[src/rtl/pipes_pkg.sv]
// +----------------------------------------------------------------------------+
// | pipes: shared pipeline types and constants for inter-stage registers       |
// | Revision: 1.0                                                              |
// +----------------------------------------------------------------------------+
`default_nettype none
`timescale 1ns/1ps

package pipes;

  // Encodings equal the number of held entries, so state doubles as count.
  typedef enum logic [1:0] {
    PS_EMPTY = 2'd0,
    PS_ONE   = 2'd1,
    PS_FULL  = 2'd2
  } pipe_state_e;

  localparam logic [63:0] PC_RESET = 64'h8000_0000;

endpackage

`default_nettype wire

[src/rtl/pipe_skid_stage.sv]
// +----------------------------------------------------------------------------+
// | pipe_skid_stage: valid/ready pipeline register, optional 2-entry skid      |
// | Revision: 1.0                                                              |
// +----------------------------------------------------------------------------+
`default_nettype none
`timescale 1ns/1ps

module pipe_skid_stage
  import pipes::*;
#(
  parameter int               WIDTH     = 160,
  parameter bit               SKID      = 1'b1,
  parameter logic [WIDTH-1:0] RESET_VAL = '0
) (
  input  logic             clk,
  input  logic             reset,
  input  logic             flush,
  input  logic             in_valid,
  output logic             in_ready,
  input  logic [WIDTH-1:0] in_data,
  output logic             out_valid,
  input  logic             out_ready,
  output logic [WIDTH-1:0] out_data,
  output logic [1:0]       count
);

  generate
    if (SKID) begin : g_skid
      pipe_state_e      r_state;
      pipe_state_e      w_state_nxt;
      logic [WIDTH-1:0] r_main;
      logic [WIDTH-1:0] r_skid;
      logic             r_in_ready;
      logic             w_in_fire;
      logic             w_out_fire;
      logic             w_load_main_in;
      logic             w_load_main_skid;
      logic             w_load_skid;

      always_comb begin
        w_state_nxt      = r_state;
        w_load_main_in   = 1'b0;
        w_load_main_skid = 1'b0;
        w_load_skid      = 1'b0;
        w_in_fire        = in_valid & r_in_ready;
        w_out_fire       = (r_state != PS_EMPTY) & out_ready;
        case (r_state)
          PS_EMPTY: begin
            if (w_in_fire) begin
              w_state_nxt    = PS_ONE;
              w_load_main_in = 1'b1;
            end
          end
          PS_ONE: begin
            if (w_in_fire && w_out_fire) begin
              w_load_main_in = 1'b1;
            end else if (w_in_fire) begin
              w_state_nxt = PS_FULL;
              w_load_skid = 1'b1;
            end else if (w_out_fire) begin
              w_state_nxt = PS_EMPTY;
            end
          end
          PS_FULL: begin
            if (w_out_fire) begin
              w_state_nxt      = PS_ONE;
              w_load_main_skid = 1'b1;
            end
          end
          default: w_state_nxt = PS_EMPTY;
        endcase
        // Squash wins over any accepted input; storage is simply left as-is.
        if (flush) begin
          w_state_nxt      = PS_EMPTY;
          w_load_main_in   = 1'b0;
          w_load_main_skid = 1'b0;
          w_load_skid      = 1'b0;
        end
      end

      always_ff @(posedge clk or negedge reset) begin
        if (!reset) begin
          r_state    <= PS_EMPTY;
          r_in_ready <= 1'b1;
        end else begin
          r_state    <= w_state_nxt;
          r_in_ready <= (w_state_nxt != PS_FULL);
        end
      end

      always_ff @(posedge clk or negedge reset) begin
        if (!reset) begin
          r_main <= RESET_VAL;
          r_skid <= '0;
        end else begin
          if (w_load_main_in) begin
            r_main <= in_data;
          end else if (w_load_main_skid) begin
            r_main <= r_skid;
          end
          if (w_load_skid) begin
            r_skid <= in_data;
          end
        end
      end

      assign in_ready  = r_in_ready;
      assign out_valid = (r_state != PS_EMPTY);
      assign out_data  = r_main;
      assign count     = r_state;
    end else begin : g_single
      logic             r_valid;
      logic [WIDTH-1:0] r_main;
      logic             w_in_ready;
      logic             w_in_fire;
      logic             w_out_fire;

      assign w_in_ready = ~r_valid | out_ready;
      assign w_in_fire  = in_valid & w_in_ready;
      assign w_out_fire = r_valid & out_ready;

      always_ff @(posedge clk or negedge reset) begin
        if (!reset) begin
          r_valid <= 1'b0;
          r_main  <= RESET_VAL;
        end else if (flush) begin
          r_valid <= 1'b0;
        end else if (w_in_fire) begin
          r_valid <= 1'b1;
          r_main  <= in_data;
        end else if (w_out_fire) begin
          r_valid <= 1'b0;
        end
      end

      assign in_ready  = w_in_ready;
      assign out_valid = r_valid;
      assign out_data  = r_main;
      assign count     = {1'b0, r_valid};
    end
  endgenerate

endmodule

`default_nettype wire

[config.mk]
export PLATFORM = sky130hd
export DESIGN_NAME = pipe_skid_stage
export DESIGN_NICKNAME = d
export VERILOG_FILES = /design/src/rtl/pipes_pkg.sv /design/src/rtl/pipe_skid_stage.sv
export SDC_FILE = /design/constraint.sdc
export NUM_CORES = 1
export LEC_CHECK = 0
export BUFFER_PORTS_ARGS = -buffer_cell sky130_fd_sc_hd__buf_2
export CAP_MARGIN = 20
export CORE_MARGIN = 2
export CORE_UTILIZATION = 55
export CTS_BUF_LIST = sky130_fd_sc_hd__clkbuf_8
export CTS_CLUSTER_SIZE = 25
export DETAILED_ROUTE_END_ITERATION = 10
export GPL_ROUTABILITY_DRIVEN = 0
export PLACE_DENSITY = 0.82
export SYNTH_ARGS = -nofsm -noshare
export SYNTH_HDL_FRONTEND = slang
export SYNTH_SLANG_ARGS = --single-unit
[constraint.sdc]
create_clock -name clk -period 2.5 [get_ports clk]
set_input_delay 0.5 -clock clk [delete_from_list [all_inputs] [get_ports clk]]
set_output_delay 0.5 -clock clk [all_outputs]
set_load 0.01 [all_outputs]
# Word level (Yosys, flattened, before mapping)
# Cells that the tools add are included.
# word_totals
ff_bits	323
elab_cells	32
out_inout_bits	164
# classes
bitwise	2
n_reduce_logical	4
eq_ne	3
n_mux	19
# op_table
operator	count
two-way mux 160 bit	2
two-way mux 2 bit	6
two-way mux 1 bit	9
case mux 2 bit (3 select lines)	1
nonzero test 2 bit	2
bitwise AND 1 bit	2
== test 2 x 1 -> 1 bit, second input constant	1
== test 2 bit, second input constant	1
zero test 2 bit	1
inequality test 2 bit, second input constant	1
case mux 1 bit (2 select lines)	1
logical AND 1 bit	1

# Depth between registers and ports, before layout
# logic_depth
depth_word	8
mapped_depth	6
ltp_nobuf	3

# Least setup slack after synthesis
# Ideal clock, no wire load.
# synth_timing
path_type	input to register
from	input flush
to	register g_skid.r_main[100] (netlist: out_data[100])
n_path_buf	3
arrival_time_ps	1586
setup_slack_ps	788
setup_ps	126
cell_stages	6
t_required_ps	2374
cell_sequence	and4bb_4 and2_1 buf_6 buf_6 buf_6 a221o_1
# synth_between
elab_chain_cells	2
word_cells_on_any_way	4
classes_between	mux (3); reduce/logical (1)
# synth_lines
element	line_no	source
start: declaration	pipe_skid_stage.sv:17	input logic flush,
two-way mux 1 bit	pipe_skid_stage.sv:73	if (flush) begin
two-way mux 160 bit / nonzero test 2 bit (equally long branches)	-	
end signal: assignment	pipe_skid_stage.sv:97	r_main <= in_data;
end signal: assignment	pipe_skid_stage.sv:99	r_main <= r_skid;
end: declaration	pipe_skid_stage.sv:31	logic [WIDTH-1:0] r_main;
# Several ways; a longest one is shown, not always the timed one.
# A chain may end at the register's enable or synchronous reset.

# Worst setup path after layout
# layout_timing
from	register g_skid.r_state[1] (netlist: count[1])
to	register g_skid.r_main[128] (netlist: out_data[128])
# layout_between
elab_chain_cells	7
word_cells_on_any_way	14
classes_between	eq/ne (2); mux (7); bitwise (1); reduce/logical (4)
# layout_lines
element	line_no	source
start: declaration	pipe_skid_stage.sv:29	pipe_state_e r_state;
start signal: assignment	pipe_skid_stage.sv:86	r_state <= w_state_nxt;
nonzero test 2 bit	pipe_skid_stage.sv:46	w_out_fire = (r_state != PS_EMPTY) & out_ready;
bitwise AND 1 bit	pipe_skid_stage.sv:46	
logical AND 1 bit	pipe_skid_stage.sv:55	if (w_in_fire && w_out_fire) begin
two-way mux 1 bit	pipe_skid_stage.sv:55	
case mux 1 bit (2 select lines)	pipe_skid_stage.sv:47	case (r_state)
two-way mux 1 bit	pipe_skid_stage.sv:73	
two-way mux 160 bit / nonzero test 2 bit (equally long branches)	-	
# Several ways; a longest one is shown, not always the timed one.

==> summary.md <==
| Metric | Value |
|---|---|
| Core ar. | 23,300 um^2 |
| Wirelength per Cell | 19.4 um |
| Final-report setup violation count | 0 |
| Async set or reset register ratio after synthesis | 100% |
| Chip Height | 158 um |
| Worst hold path class | primary input to flop |
| Post-Layout Cell Count | 1,585 |
| CTS root buffer | clkbuf_8 |
| Num Clock Sinks | 323 |
| Worst Skew | 0.0175 ns |
| Max stage delay on crit path | 0.67 ns |
| CTS hold repair buffers | 1 |
| Switching share of power | 26.5% |
| Max-cap viol count | 0 |
| Die area | 24,900 um^2 |
| Worst rel slew slack | 39.9% |
| CP delay by family, top | buffers and inverters |
| Postcts setup bufs | 0 |
| Buffer and inverter count on the worst path | 1 |
| Final ANT Viol Nets | 0 |
| Lkg Pwr | 7.94 nW |
| Vias in the first global route | 9,148 |
| Placement Cell Area | 15,000 um^2 |
| Sw power | 0.00371 W |
| Synthesized instance count | 890 |
| Outcome | finished clean |
| Warnings, synthesis | 0 |
| Seq pwr share | 50.4% |
| Nets | 1,390 |
| Pwr per Cell Area | 874 nW/um^2 |
| CTS tree | built |
| Critical-path cell list | and4bb_4 > a21oi_4 > buf_4 > a221o_1 |
| Die Wd | 158 um |
| Effective utilization at floorplan | 55.8% |
| Setup crit start kind | flop |
| Hold_sp | flush |
| CP max-delay cell | buf_4 |
| Average cell area after synthesis | 14.6 um^2 |
| Synthesis-stage register bit count | 323 |
| Max Clock Freq | 497 MHz |
| Signal arrival time at the worst endpoint | 2.48 ns |
| Post-synth EDFFs | 0 |
| Buffers added on ports | 328 |
| Part of the power in the clock network | 31.5% |
| Placed cells | 1,490 |
| Initial antenna violation count | 4 |
| Final Cell Area | 16,100 um^2 |
| Mapped Area | 13,000 um^2 |
| Crit. End Element | flop |
| Critical path origin | count[1]$_DFF_PN0_ |
| Grt ovf | 0 |
| Layout cells sized above 1 | 47.0% |
| I/O pin total | 329 |
| Number of cell rows | 56 |
| Clock Latency Late Sink | 0.55 ns |
| Clock Path Buffers | 3 |
| Total Routing Usage GR | 24.2% |
| Vias per cell | 5.68 |
| First-pass GRT wire length | 47.7 mm |
| Top FF cell, synth | dfrtp_1 |
| DR DRC count | 0 |
| Final Hold Fails | 0 |
| Slew Viols, Final | 0 |
| Comb power frac | 18.0% |
| Slew @ Worst Pin | 0.901 ns |
| Sequential area share after synthesis | 62.1% |
| Largest net degree at the start of global routing | 161 |
| Critical Path RT | 2.97 ns |
| Distinct cells, synth | 24 |
| Crit Path Category | flop to flop |
| H-tree depth | 2 |
| Internal cell power | 0.0103 W |
| Vias | 9,005 |
| R2R Path Start | count[1]$_DFF_PN0_ |
| Iteration count of the initial detailed-routing pass | 5 |
| Fin Setup TNS | 0 ns |
| # fillers | 1,647 |
| Detail Placement HPWL | 20.1 mm |
| Post-cts resize count | 0 |
| Worst vdd ir | 0.634 mV |
| Initial DRC Count | 608 |
| Final period utilization | 80.4% |
| Routed wire length | 30.7 mm |
| Reg clk slew, reported paths | 0.06 ns |
| Final worst slack | 0.489 ns |
| Post-layout min period | 2.01 ns |
| Placement Setup Slack | 0.338 ns |
| Final hold slack | 0.174 ns |
| Area Growth Syn to Fin | 23.3% |
| RSZ-0062 raised after global routing | no |
| Maximum fanout along the worst path | 77 |
| Syn_nets | 1,055 |
| CTS Buf Count | 51 |
[placed cells by master (no fill, tap or decap), drive strengths merged]
cell type	instances
a211oi	1
a21oi	1
a221o	160
and2	161
and3	1
and4bb	2
buf	351
bufinv	1
clkbuf	66
clkinv	8
dfrtp	322
dfstp	1
diode	5
dlygate4sd3	1
inv	15
mux2	160
nand2	2
nand2b	1
nor2	1
nor2b	1
nor4b	1
o21a	1
o21ai	2
or2	1
[routing by layer]
metal	track usage [%]	wire, um	part of all wire (%)	vias to the layer above
met5	0	13	0.042	-
met1	32.1	12600	41	4605
met3	7.28	2600	8.5	52
met2	38.7	14900	48	344
met4	7.27	630	2.0	2
li1	-	-	-	4002
[worst reg2reg max path, stage by stage (launching register included)]
cell and delay [ns]:
dfrtp_1 0.43, and4bb_4 0.26, a21oi_4 0.18, buf_4 0.67, a221o_1 0.39
[state kept, by name (all words and copies together), names as in the netlist]
register and count:
count 2, g_skid.r_skid 160, in_ready 1, out_data 160
[path summary, 6_finish.rpt]
kind	endpoint	slack, ns	cells after the start
min in group asynchronous	out_data[100]$_DFFE_PN0P_	0.52	2
worst min-delay path	count[0]$_DFF_PN0_	0.17	2
worst max-delay path	out_data[128]$_DFFE_PN0P_	0.49	4
max in group asynchronous	out_data[88]$_DFFE_PN0P_	1.14	3
worst max register to register	out_data[128]$_DFFE_PN0P_	0.49	4
worst min register to register	g_skid.r_skid[130]$_DFFE_PN0P_	0.50	1
[power by group through the flow]
stage / logic [W] / registers, W / clock network (W)
after floorplan: 0.00128 / 0.00722 / 0
after detailed placement: 0.00256 / 0.00713 / 0
after global routing: 0.00276 / 0.00722 / 0.00476
final: 0.00253 / 0.00708 / 0.00443
after global placement: 0.00244 / 0.00707 / 0
after CTS: 0.00256 / 0.00708 / 0.00454
[final cells by class]
class                           count  area [um^2]  area share (%)
Multi-Input combinational cell    496         4550            28.3
Timing Repair Buffer              352         1980            12.4
Antenna cell                        5         12.5          0.0779
Clock inverter                     23          123           0.763
Inverter                            1         3.75          0.0234
Tap cell                          319          399            2.48
Sequential cell                   323         8080            50.3
Clock buffer                       66          908            5.66
[synth_stat cells, types with 2 or more instances]
library cell | count | area, um^2
buf_4 | 10 | 75.1
buf_2 | 20 | 100
buf_6 | 12 | 135
dfrtp_1 | 322 | 8060
and2_1 | 161 | 1010
a221o_1 | 160 | 1600
o21ai_0 | 2 | 10.0
clkbuf_1 | 28 | 105
mux2_2 | 160 | 1800
[per-stage QoR]
| stage | utilization [%] | power, W |
|---|---|---|
| finish | 68.8 | 0.0140 |
| global route | 68.8 | 0.0147 |
| CTS | 68.8 | 0.0142 |
| detailed placement | 64.3 | 0.00969 |
| global placement | 64.3 | 0.00951 |
| floorplan | - | 0.00850 |
[cell families (layout without fill, tap and decap cells)]
family	count (synthesis)	after routing	share of synthesized area (%)
AO/OA/AOI/OAI	165	165	12.6
buffers and inverters	71	442	3.22
flip-flops	323	323	62.1
multiplexers	160	160	13.8
other	0	5	0
AND/OR/NAND/NOR	171	171	8.32
(Power assumes the default switching activity.)
